<file path="config.mk">
export PLATFORM = sky130hd
export DESIGN_NAME = password_lock_fsm
export DESIGN_NICKNAME = d
export VERILOG_FILES = /design/src/rtl/password_lock_fsm_pkg.sv /design/src/rtl/password_lock_fsm_press_detect.sv /design/src/rtl/password_lock_fsm.sv
export SDC_FILE = /design/constraint.sdc
export NUM_CORES = 1
export LEC_CHECK = 0
export ABC_CLOCK_PERIOD_IN_PS = 6700
export CORE_MARGIN = 2
export CORE_UTILIZATION = 60
export CTS_CLUSTER_DIAMETER = 200
export DETAILED_ROUTE_END_ITERATION = 7
export GPL_TIMING_DRIVEN = 0
export PLACE_DENSITY = 0.88
export REMOVE_ABC_BUFFERS = 1
export SETUP_SLACK_MARGIN = 0.2
export SLEW_MARGIN = 20
export SYNTH_ARGS = -nofsm -noshare
export SYNTH_HDL_FRONTEND = slang
export SYNTH_SLANG_ARGS = --single-unit
</file>
<file path="constraint.sdc">
create_clock -name clk -period 6.7 [get_ports clk]
set_input_delay 1.34 -clock clk [delete_from_list [all_inputs] [get_ports clk]]
set_output_delay 1.34 -clock clk [all_outputs]
set_load 0.01 [all_outputs]
</file>
<file path="src/rtl/password_lock_fsm_pkg.sv">
// Shared definitions for the password lock engine: state codes and
// constant helpers used to size counters from the timing parameters.
package password_lock_fsm_pkg;

    localparam logic [2:0] S_IDLE    = 3'd0;
    localparam logic [2:0] S_ENTRY   = 3'd1;
    localparam logic [2:0] S_OPEN    = 3'd2;
    localparam logic [2:0] S_FAIL    = 3'd3;
    localparam logic [2:0] S_LOCKOUT = 3'd4;

    // Bits needed to hold values 0..value-1, never less than one bit.
    function automatic int clog2(input int value);
        int bits;
        int rest;
        bits = 0;
        rest = value - 1;
        while (rest > 0) begin
            bits = bits + 1;
            rest = rest >> 1;
        end
        if (bits < 1) begin
            bits = 1;
        end
        return bits;
    endfunction

    function automatic int max2(input int a, input int b);
        return (a > b) ? a : b;
    endfunction

endpackage

</file>
<file path="src/rtl/password_lock_fsm_press_detect.sv">
// Turns debounced switch levels into single press strobes. A press is the
// first cycle any switch is high after all switches were low; the switch
// index becomes the digit, and multi-hot patterns are flagged invalid.
module onehot_press_detect
    import password_lock_fsm_pkg::*;
#(
    parameter int BIT_SIZE = 10,
    parameter int DIGIT_W  = 4
) (
    input  logic                clk,
    input  logic                rst,
    input  logic [BIT_SIZE-1:0] sw,
    output logic                press,
    output logic                valid,
    output logic [DIGIT_W-1:0]  digit
);

    logic [BIT_SIZE-1:0] sw_q;

    // Remember last cycle's switches so a held switch yields only one press.
    always_ff @(posedge clk or negedge rst) begin
        if (!rst) begin
            sw_q <= '0;
        end else begin
            sw_q <= sw;
        end
    end

    // Edge detect, one-hot check and index encoding of the pressed switch.
    always_comb begin
        press = (sw != '0) && (sw_q == '0);
        valid = (sw != '0) && ((sw & (sw - BIT_SIZE'(1))) == '0);
        digit = '0;
        for (int i = 0; i < BIT_SIZE; i++) begin
            if (sw[i]) begin
                digit = DIGIT_W'(i);
            end
        end
    end

endmodule

</file>
<file path="src/rtl/password_lock_fsm.sv">
// Password-check engine: compares an N-digit keyed sequence against a fixed
// code, shows the result for a fixed time, counts consecutive failures and
// locks the keypad out after too many. An idle entry is abandoned on timeout.
module password_lock_fsm
    import password_lock_fsm_pkg::*;
#(
    parameter int                        N_DIGITS       = 4,
    parameter int                        BIT_SIZE       = 10,
    parameter int                        DIGIT_W        = 4,
    parameter logic [N_DIGITS*DIGIT_W-1:0] PASSWORD     = 16'h6102,
    parameter bit                        EARLY_REJECT   = 1'b1,
    parameter int                        MAX_FAILS      = 3,
    parameter int                        OPEN_CYCLES    = 50_000_000,
    parameter int                        FAIL_CYCLES    = 50_000_000,
    parameter int                        LOCKOUT_CYCLES = 500_000_000,
    parameter int                        ENTRY_TIMEOUT  = 250_000_000
) (
    input  logic                              clk,
    input  logic                              rst,
    input  logic [BIT_SIZE-1:0]               sw,
    output logic                              unlocked,
    output logic                              fail,
    output logic                              locked_out,
    output logic                              timeout,
    output logic [clog2(N_DIGITS+1)-1:0]      digits_entered,
    output logic [clog2(MAX_FAILS+1)-1:0]     fail_count,
    output logic [2:0]                        state
);

    localparam int DE_W  = clog2(N_DIGITS + 1);
    localparam int FC_W  = clog2(MAX_FAILS + 1);
    localparam int TMR_W = clog2(max2(max2(OPEN_CYCLES, FAIL_CYCLES),
                                      max2(LOCKOUT_CYCLES, ENTRY_TIMEOUT)));

    logic               press;
    logic               valid;
    logic [DIGIT_W-1:0] digit;

    logic               err;
    logic [TMR_W-1:0]   timer;

    logic [2:0]         state_next;
    logic [DE_W-1:0]    de_next;
    logic [DE_W-1:0]    de_inc;
    logic [FC_W-1:0]    fc_next;
    logic [FC_W-1:0]    fc_inc;
    logic               err_next;
    logic               timeout_next;
    logic [DIGIT_W-1:0] expected;
    logic               mismatch;
    logic               go_result;
    logic               result_bad;

    onehot_press_detect #(
        .BIT_SIZE (BIT_SIZE),
        .DIGIT_W  (DIGIT_W)
    ) u_press (
        .clk   (clk),
        .rst   (rst),
        .sw    (sw),
        .press (press),
        .valid (valid),
        .digit (digit)
    );

    // Next-state and counter decisions; entries that finish funnel into a
    // common result step that picks OPEN, FAIL or LOCKOUT.
    always_comb begin
        state_next   = state;
        de_next      = digits_entered;
        err_next     = err;
        fc_next      = fail_count;
        timeout_next = 1'b0;
        go_result    = 1'b0;
        result_bad   = 1'b0;
        de_inc       = digits_entered + DE_W'(1);
        fc_inc       = fail_count + FC_W'(1);

        expected = '0;
        for (int d = 0; d < N_DIGITS; d++) begin
            if (digits_entered == DE_W'(d)) begin
                expected = PASSWORD[d*DIGIT_W +: DIGIT_W];
            end
        end
        mismatch = !valid || (digit != expected);

        case (state)
            S_IDLE: begin
                if (press) begin
                    de_next  = DE_W'(1);
                    err_next = mismatch;
                    if ((EARLY_REJECT && mismatch) || (N_DIGITS == 1)) begin
                        go_result  = 1'b1;
                        result_bad = mismatch;
                    end else begin
                        state_next = S_ENTRY;
                    end
                end
            end
            S_ENTRY: begin
                if (press) begin
                    de_next  = de_inc;
                    err_next = err | mismatch;
                    if ((EARLY_REJECT && mismatch) || (de_inc == DE_W'(N_DIGITS))) begin
                        go_result  = 1'b1;
                        result_bad = err | mismatch;
                    end
                end else if (timer == TMR_W'(ENTRY_TIMEOUT - 1)) begin
                    timeout_next = 1'b1;
                    state_next   = S_IDLE;
                end
            end
            S_OPEN: begin
                if (timer == TMR_W'(OPEN_CYCLES - 1)) begin
                    state_next = S_IDLE;
                end
            end
            S_FAIL: begin
                if (timer == TMR_W'(FAIL_CYCLES - 1)) begin
                    state_next = S_IDLE;
                end
            end
            S_LOCKOUT: begin
                if (timer == TMR_W'(LOCKOUT_CYCLES - 1)) begin
                    state_next = S_IDLE;
                    fc_next    = '0;
                end
            end
            default: begin
                state_next = S_IDLE;
            end
        endcase

        if (go_result) begin
            if (result_bad) begin
                fc_next    = fc_inc;
                state_next = (fc_inc == FC_W'(MAX_FAILS)) ? S_LOCKOUT : S_FAIL;
            end else begin
                fc_next    = '0;
                state_next = S_OPEN;
            end
        end

        if (state_next == S_IDLE) begin
            de_next  = '0;
            err_next = 1'b0;
        end
    end

    // State, counters and registered status outputs.
    always_ff @(posedge clk or negedge rst) begin
        if (!rst) begin
            state          <= S_IDLE;
            digits_entered <= '0;
            fail_count     <= '0;
            err            <= 1'b0;
            unlocked       <= 1'b0;
            fail           <= 1'b0;
            locked_out     <= 1'b0;
            timeout        <= 1'b0;
        end else begin
            state          <= state_next;
            digits_entered <= de_next;
            fail_count     <= fc_next;
            err            <= err_next;
            unlocked       <= (state_next == S_OPEN);
            fail           <= (state_next == S_FAIL);
            locked_out     <= (state_next == S_LOCKOUT);
            timeout        <= timeout_next;
        end
    end

    // Shared hold/idle timer: restarts on any state change or accepted digit
    // and sticks at full scale rather than wrapping.
    always_ff @(posedge clk or negedge rst) begin
        if (!rst) begin
            timer <= '0;
        end else if ((state_next != state) || ((state == S_ENTRY) && press)) begin
            timer <= '0;
        end else if (timer != '1) begin
            timer <= timer + TMR_W'(1);
        end
    end

endmodule

</file>
* After elaboration in Yosys (flattened, before gate mapping) *
Index checks and enable logic that the tools add are counted.

storage, ports and cells
  bits in registers = 52

operators by class
  add/sub/neg operators = 4
  equal/unequal tests = 20
  multiplexer cells = 48
  bitwise gates (word level) = 2
  reductions and logical operators = 20

operators by type and width
  operator                 count
  $mux W29                 2
  $mux W3                  13
  $mux W4                  8
  $add A29 B1 Y29 const B  1
  $eq A29 B26 Y1 const B   1
  $eq A29 B28 Y1 const B   1
  $eq A29 B29 Y1 const B   1
  $ne A29 B29 Y1 const B   1
  $logic_not A10 Y1        2
  $eq A3 B2 Y1 const B     6
  $mux W2                  7
  $mux W1                  13
  $pmux W3 S4              1
  $and A10 B10 Y10         1
  $reduce_bool A10 Y1      1
  $sub A10 B1 Y10 const B  1
  $eq A3 B3 Y1 const B     3
  $logic_not A3 Y1         3
  $eq A3 B1 Y1 const B     2
  $ne A3 B3 Y1 const B     2
  $pmux W1 S2              3
  $pmux W3 S2              1
  $reduce_bool A2 Y1       3
  $ne A4 B4 Y1             1
  other kinds (12)         16

* Logic depth before layout (Yosys ltp) *
  word-level depth = 20
  gate-level depth with buffers = 9
  mapped depth without buffers = 8

* Modules after synthesis *
From an unflattened synthesis, not the netlist that was laid out.

unflattened totals
  cells, all modules = 309
  area, all modules = 2,909.0 um^2

modules (own cells, without submodules)
  module               times used  cells each  area each (um^2)
  password_lock_fsm    1           266         2,449.8
  onehot_press_detect  1           43          459.2

* Least setup slack after synthesis *
Ideal clock, no wire load.

  path type = input to register
  start point = input sw[3]
  end point = register fail_count[0]
  arrival = 2.872 ns
  data required time = 6.616 ns
  path slack = 3.744 ns
  stages = 6
  buffers on the path = 0
  cells stage by stage = or4_1 -> a21oi_1 -> a2bb2oi_1 -> a41oi_1 -> or3_1 -> o21ai_0

on the way
  longest elaborated chain between the ends = 15
  elaborated cells between the ends (all ways) = 31

ends and longest elaborated chain
  element                                                   line                      text
  from (decl)                                               password_lock_fsm.sv:20   input logic [BIT_SIZE-1:0] sw,
  branches (longest 15 deep; another with $sub A10 B1 Y10)  --
  to (signal assigned)                                      password_lock_fsm.sv:164  fail_count <= fc_next;
  to (decl)                                                 password_lock_fsm.sv:26   output logic [clog2(MAX_FAILS+1)-1:0] fail_count,

Parallel ways; which one is timed is not known.
A chain may end at the register's enable or synchronous reset.

* Worst setup path in the final report *
  start point = input sw[1]
  end point = register timer[10]

on the way
  longest elaborated chain between the ends = 20
  elaborated cells between the ends (all ways) = 39

ends and longest elaborated chain
  element                                                    line                                                text
  $mux W1                                                    password_lock_fsm_press_detect.sv:35                if (sw[i]) begin
  $mux W4 (8 in series)                                      password_lock_fsm_press_detect.sv:35
  $ne A4 B4 Y1                                               password_lock_fsm.sv:85                             mismatch = !valid || (digit != expected);
  $logic_or A1 B1 Y1                                         password_lock_fsm.sv:85
  $or A1 B1 Y1 / $logic_or A1 B1 Y1 (equally long branches)  password_lock_fsm.sv:106, password_lock_fsm.sv:104
  $mux W1                                                    password_lock_fsm.sv:104                            if ((EARLY_REJECT && mismatch) || (de_inc == DE_W'(N_DIGITS))) begin
  $mux W1                                                    password_lock_fsm.sv:101                            if (press) begin
  $pmux W1 S2                                                password_lock_fsm.sv:87                             case (state)
  $mux W3                                                    password_lock_fsm.sv:135                            if (result_bad) begin
  $mux W3                                                    password_lock_fsm.sv:134                            if (go_result) begin
  $ne A3 B3 Y1                                               password_lock_fsm.sv:178                            end else if ((state_next != state) || ((state == S_ENTRY) && press)) begin
  $logic_or A1 B1 Y1 *                                       password_lock_fsm.sv:178
  $mux W29 / $reduce_bool A2 Y1 (equally long branches)      --
  to (signal assigned)                                       password_lock_fsm.sv:181                            timer <= timer + TMR_W'(1);
  to (decl)                                                  password_lock_fsm.sv:40                             logic [TMR_W-1:0] timer;

Mark *: on every way between the ends. The rest lies on a longest branch, timed or not.

==> parameters.txt <==
Parameter                              Value

GRT
  Global-route track usage on met2 ... 0.421
  Vias in the first global route ... 2378
  First-pass GRT wire length ... 10.5 mm
  Maximum number of pins on one net before global-route repair ... 32
  M1 GR Usage ... 0.312
  Global routing usage on met3 ... 0.0494
  Total Routing Usage GR ... 0.246
  Most Crowded Layer GR ... met2
  Number of antenna violations at the first check in global routing ... 0
  GRT Residual Overflow ... 0

CTS
  Resize count post-CTS ... 0
  Number of buffers inserted by hold repair at cts ... 0
  Total number of H-tree levels ... 2
  Clock input transition at the sequential cells of the worst setup and hold paths ... 100 ps
  Number of clock buffers inserted by TritonCTS ... 5
  CTS Root Buffer Type ... clkbuf_8
  Number of setup buffers added after CTS ... 0
  Skew-Pair Late Insertion Delay ... 310 ps
  TritonCTS clock tree ... built
  Maximum clock insertion buffer count ... 2
  Sink Count ... 52

Critical path
  Biggest fanout along the worst timing path ... 29
  Cell-by-cell trace of the critical path ... clkdlybuf4s50_1, nor4_2, and4b_1, o2111ai_1, a21oi_1, a2111o_1, o21ba_1
  Last element of the critical path ... timer[10]
  Critical path's slowest cell ... a2111o_1
  Worst Path Buf+Inv ... 1
  Reg2Reg Depth ... 6
  Reg-to-Reg End ... timer[10]
  Category of cells accounting for the largest share of critical-path delay ... compound AO/OA/AOI/OAI gates
  Start of the worst register-to-register path ... timer[15]
  Largest stage delay on the critical path ... 720 ps
  Endpoint kind of the worst setup timing path ... flop
  WS Path Type ... primary input to flop
  CP Launch Point ... sw[1]
  Reg2Reg Setup Slack ... 3840 ps
  Data arrival, critical path ... 3970 ps
  Element type at the critical path start ... primary input
  Logic depth of the worst path, buffers included ... 7
  CP required ... 6910 ps

Place
  Placed wire-length estimate after detailed placement ... 4.46 mm
  Total of buffers placed on input and output ports ... 23
  Final GP Congestion ... 0.895
  Placed Cells ... 379

Synth
  Cells taking the most area after synthesis ... dfrtp_1 45%, xor2_1 6.3%, nor2_1 6.0%
  Number of warning messages in the yosys log ... 0
  Synth cell types ... 50
  Most instantiated flip-flop cell in the synthesis netlist ... dfrtp_1
  EDFF count, synth ... 0
  Number of synthesized register bits ... 52
  Number of cells produced by synthesis ... 310
  Sequential fraction of the synthesis area ... 0.448
  Area share of the largest cell type after synthesis ... 0.448
  Cell type contributing the most total cell area after synthesis ... dfrtp_1
  Post-Syn Area ... 2900 um2
  Commonest cells in the netlist ... 52 x dfrtp_1, 46 x nor2_1, 21 x xor2_1, 19 x nand2_1, 19 x nand3_1
  Synth Area per Inst ... 9.36 um2
  Share of flip-flops with an asynchronous set or reset after synthesis ... 1.00
  Most repeated cell in the gate-level netlist after synthesis ... dfrtp_1

STA
  Unrepaired setup endpoints after global routing ... false
  Post-route fraction of the period consumed by the critical path ... 0.562
  Fmax ... 0.266 GHz
  Final number of hold-violating endpoints ... 0
  Sum of negative setup slack ... 0 ps
  Worst relative slew slack ... 0.277
  Final Max Slew Viols ... 0
  Worst clock skew ... 5.80 ps
  Pin slew with the least headroom to its limit ... 1080 ps
  Clock period minus final worst setup slack ... 3760 ps
  Final number of setup-violating endpoints ... 0

Cells and area
  Number of nets at the end of the flow ... 351
  Diode count ... 0
  Filler-free cell count of the finished design ... 387
  Fraction of final layout cells sized beyond drive strength 1 ... 0.0450
  Post-synthesis to final-layout area growth ... 12.5%

Route
  Number of nets with antenna violations after routing ... 0
  Via total after detailed routing ... 2509
  Iteration-0 DRC count of the detailed router ... 154
  Via-to-Cell Ratio ... 6.48
  Post-Route WL ... 6.28 mm
  Pre-Repair DR Iteration Count ... 7
  DRC ... 0
  Routed len/inst ... 16.2 um

Floorplanning
  Number of placed I/O pins ... 24
  Total Die Area ... 5410 um2
  Initial Utilization ... 0.618
  Die X ... 73.5 um
  Standard cell core area ... 4690 um2
  Site row count ... 25
  Die extent in y ... 73.5 um

Job
  Number of max-capacitance violations reported ... 0

Status
  Outcome ... finished clean

Power
  Power Density ... 193 nW/um2
  Total leakage power ... 1.40 nW
  Largest voltage drop on the vdd net ... 0.000140 V

Worst hold path
  Hold Path Class ... flop to flop
-- where the power goes --
| group | total (mW) | leakage, nW | switching (mW) | internal, mW |
|---|---|---|---|---|
| Clock | 0.184 | 0.0404 | 0.110 | 0.0742 |
| Sequential | 0.367 | 0.682 | 0.0290 | 0.338 |
| Combinational | 0.0792 | 0.682 | 0.0443 | 0.0349 |
| Total | 0.630 | 1.40 | 0.183 | 0.447 |
-- flip-flops by register name, summed over array words and instances (netlist names) --
name / cells
timer: 29
u_press.sw_q: 10
digits_entered: 3
state: 3
fail_count: 2
err: 1
fail: 1
locked_out: 1
timeout: 1
unlocked: 1
-- worst min-delay path by stage --
| stage | slack, ps | cells after the start | start | end |
|---|---|---|---|---|
| 2_1_floorplan | 520 | 2 | timer[5] | timer[5] |
| 3_3_place_gp | 490 | 1 | fail_count[0] | fail_count[0] |
| 3_5_place_dp | 510 | 1 | fail_count[1] | fail_count[1] |
| 4_1_cts | 530 | 1 | fail_count[0] | fail_count[0] |
| 5_1_grt | 540 | 1 | fail_count[1] | fail_count[1] |
| 6_report | 520 | 1 | fail_count[0] | fail_count[0] |
-- logic make-up (layout without fill, tap and decap cells) --
family	Yosys count	after routing	share of synthesized area
buffers and inverters	19	42	0.0280
adder cells (fa/ha/maj)	7	7	0.0302
AO/OA/AOI/OAI	40	40	0.103
flip-flops	52	52	0.448
AND/OR/NAND/NOR	166	166	0.312
multiplexers	1	1	0.00345
XOR/XNOR	25	25	0.0755
-- per-layer routing --
| layer | vias to the layer above | share of wire |
|---|---|---|
| met3 | 11 | 0.057 |
| met2 | 95 | 0.49 |
| met1 | 1219 | 0.44 |
| li1 | 1184 | - |
| met5 | - | 0 |
| met4 | 0 | 0.012 |
-- cell type report --
class	instances	area, um2
timing repair buffer	24	245
tap	54	67.6
sequential	52	1300
multi-input combinational	239	1520
clock inverter	3	23.8
inverter	10	37.5
clock buffer	5	68.8
fill	368	1430
-- metrics by stage --
stage	util	hold slack, ps	cell area [um2]	setup WS, ps	power [mW]
after floorplan	-	519	2860	3640	0.414
after global placement	0.673	485	3160	2660	0.445
after detailed placement	0.676	510	3170	2630	0.450
after CTS	0.695	526	3260	2940	0.630
after global routing	0.695	544	3260	2710	0.657
final	0.695	518	3260	2940	0.630
-- cell usage in the layout, fill, tap and decap left out, drive strengths merged, types with 6 or more instances in the layout --
cell           instances
dfrtp                 52
nor2                  46
clkdlybuf4s50         22
xor2                  21
nand2                 19
nand3                 19
nand4                 16
nor3                  14
and3                  14
inv                   10
a21oi                  7
ha                     7
o21ai                  7
nor4                   6
No activity file was read; power rests on OpenSTA's default activity.
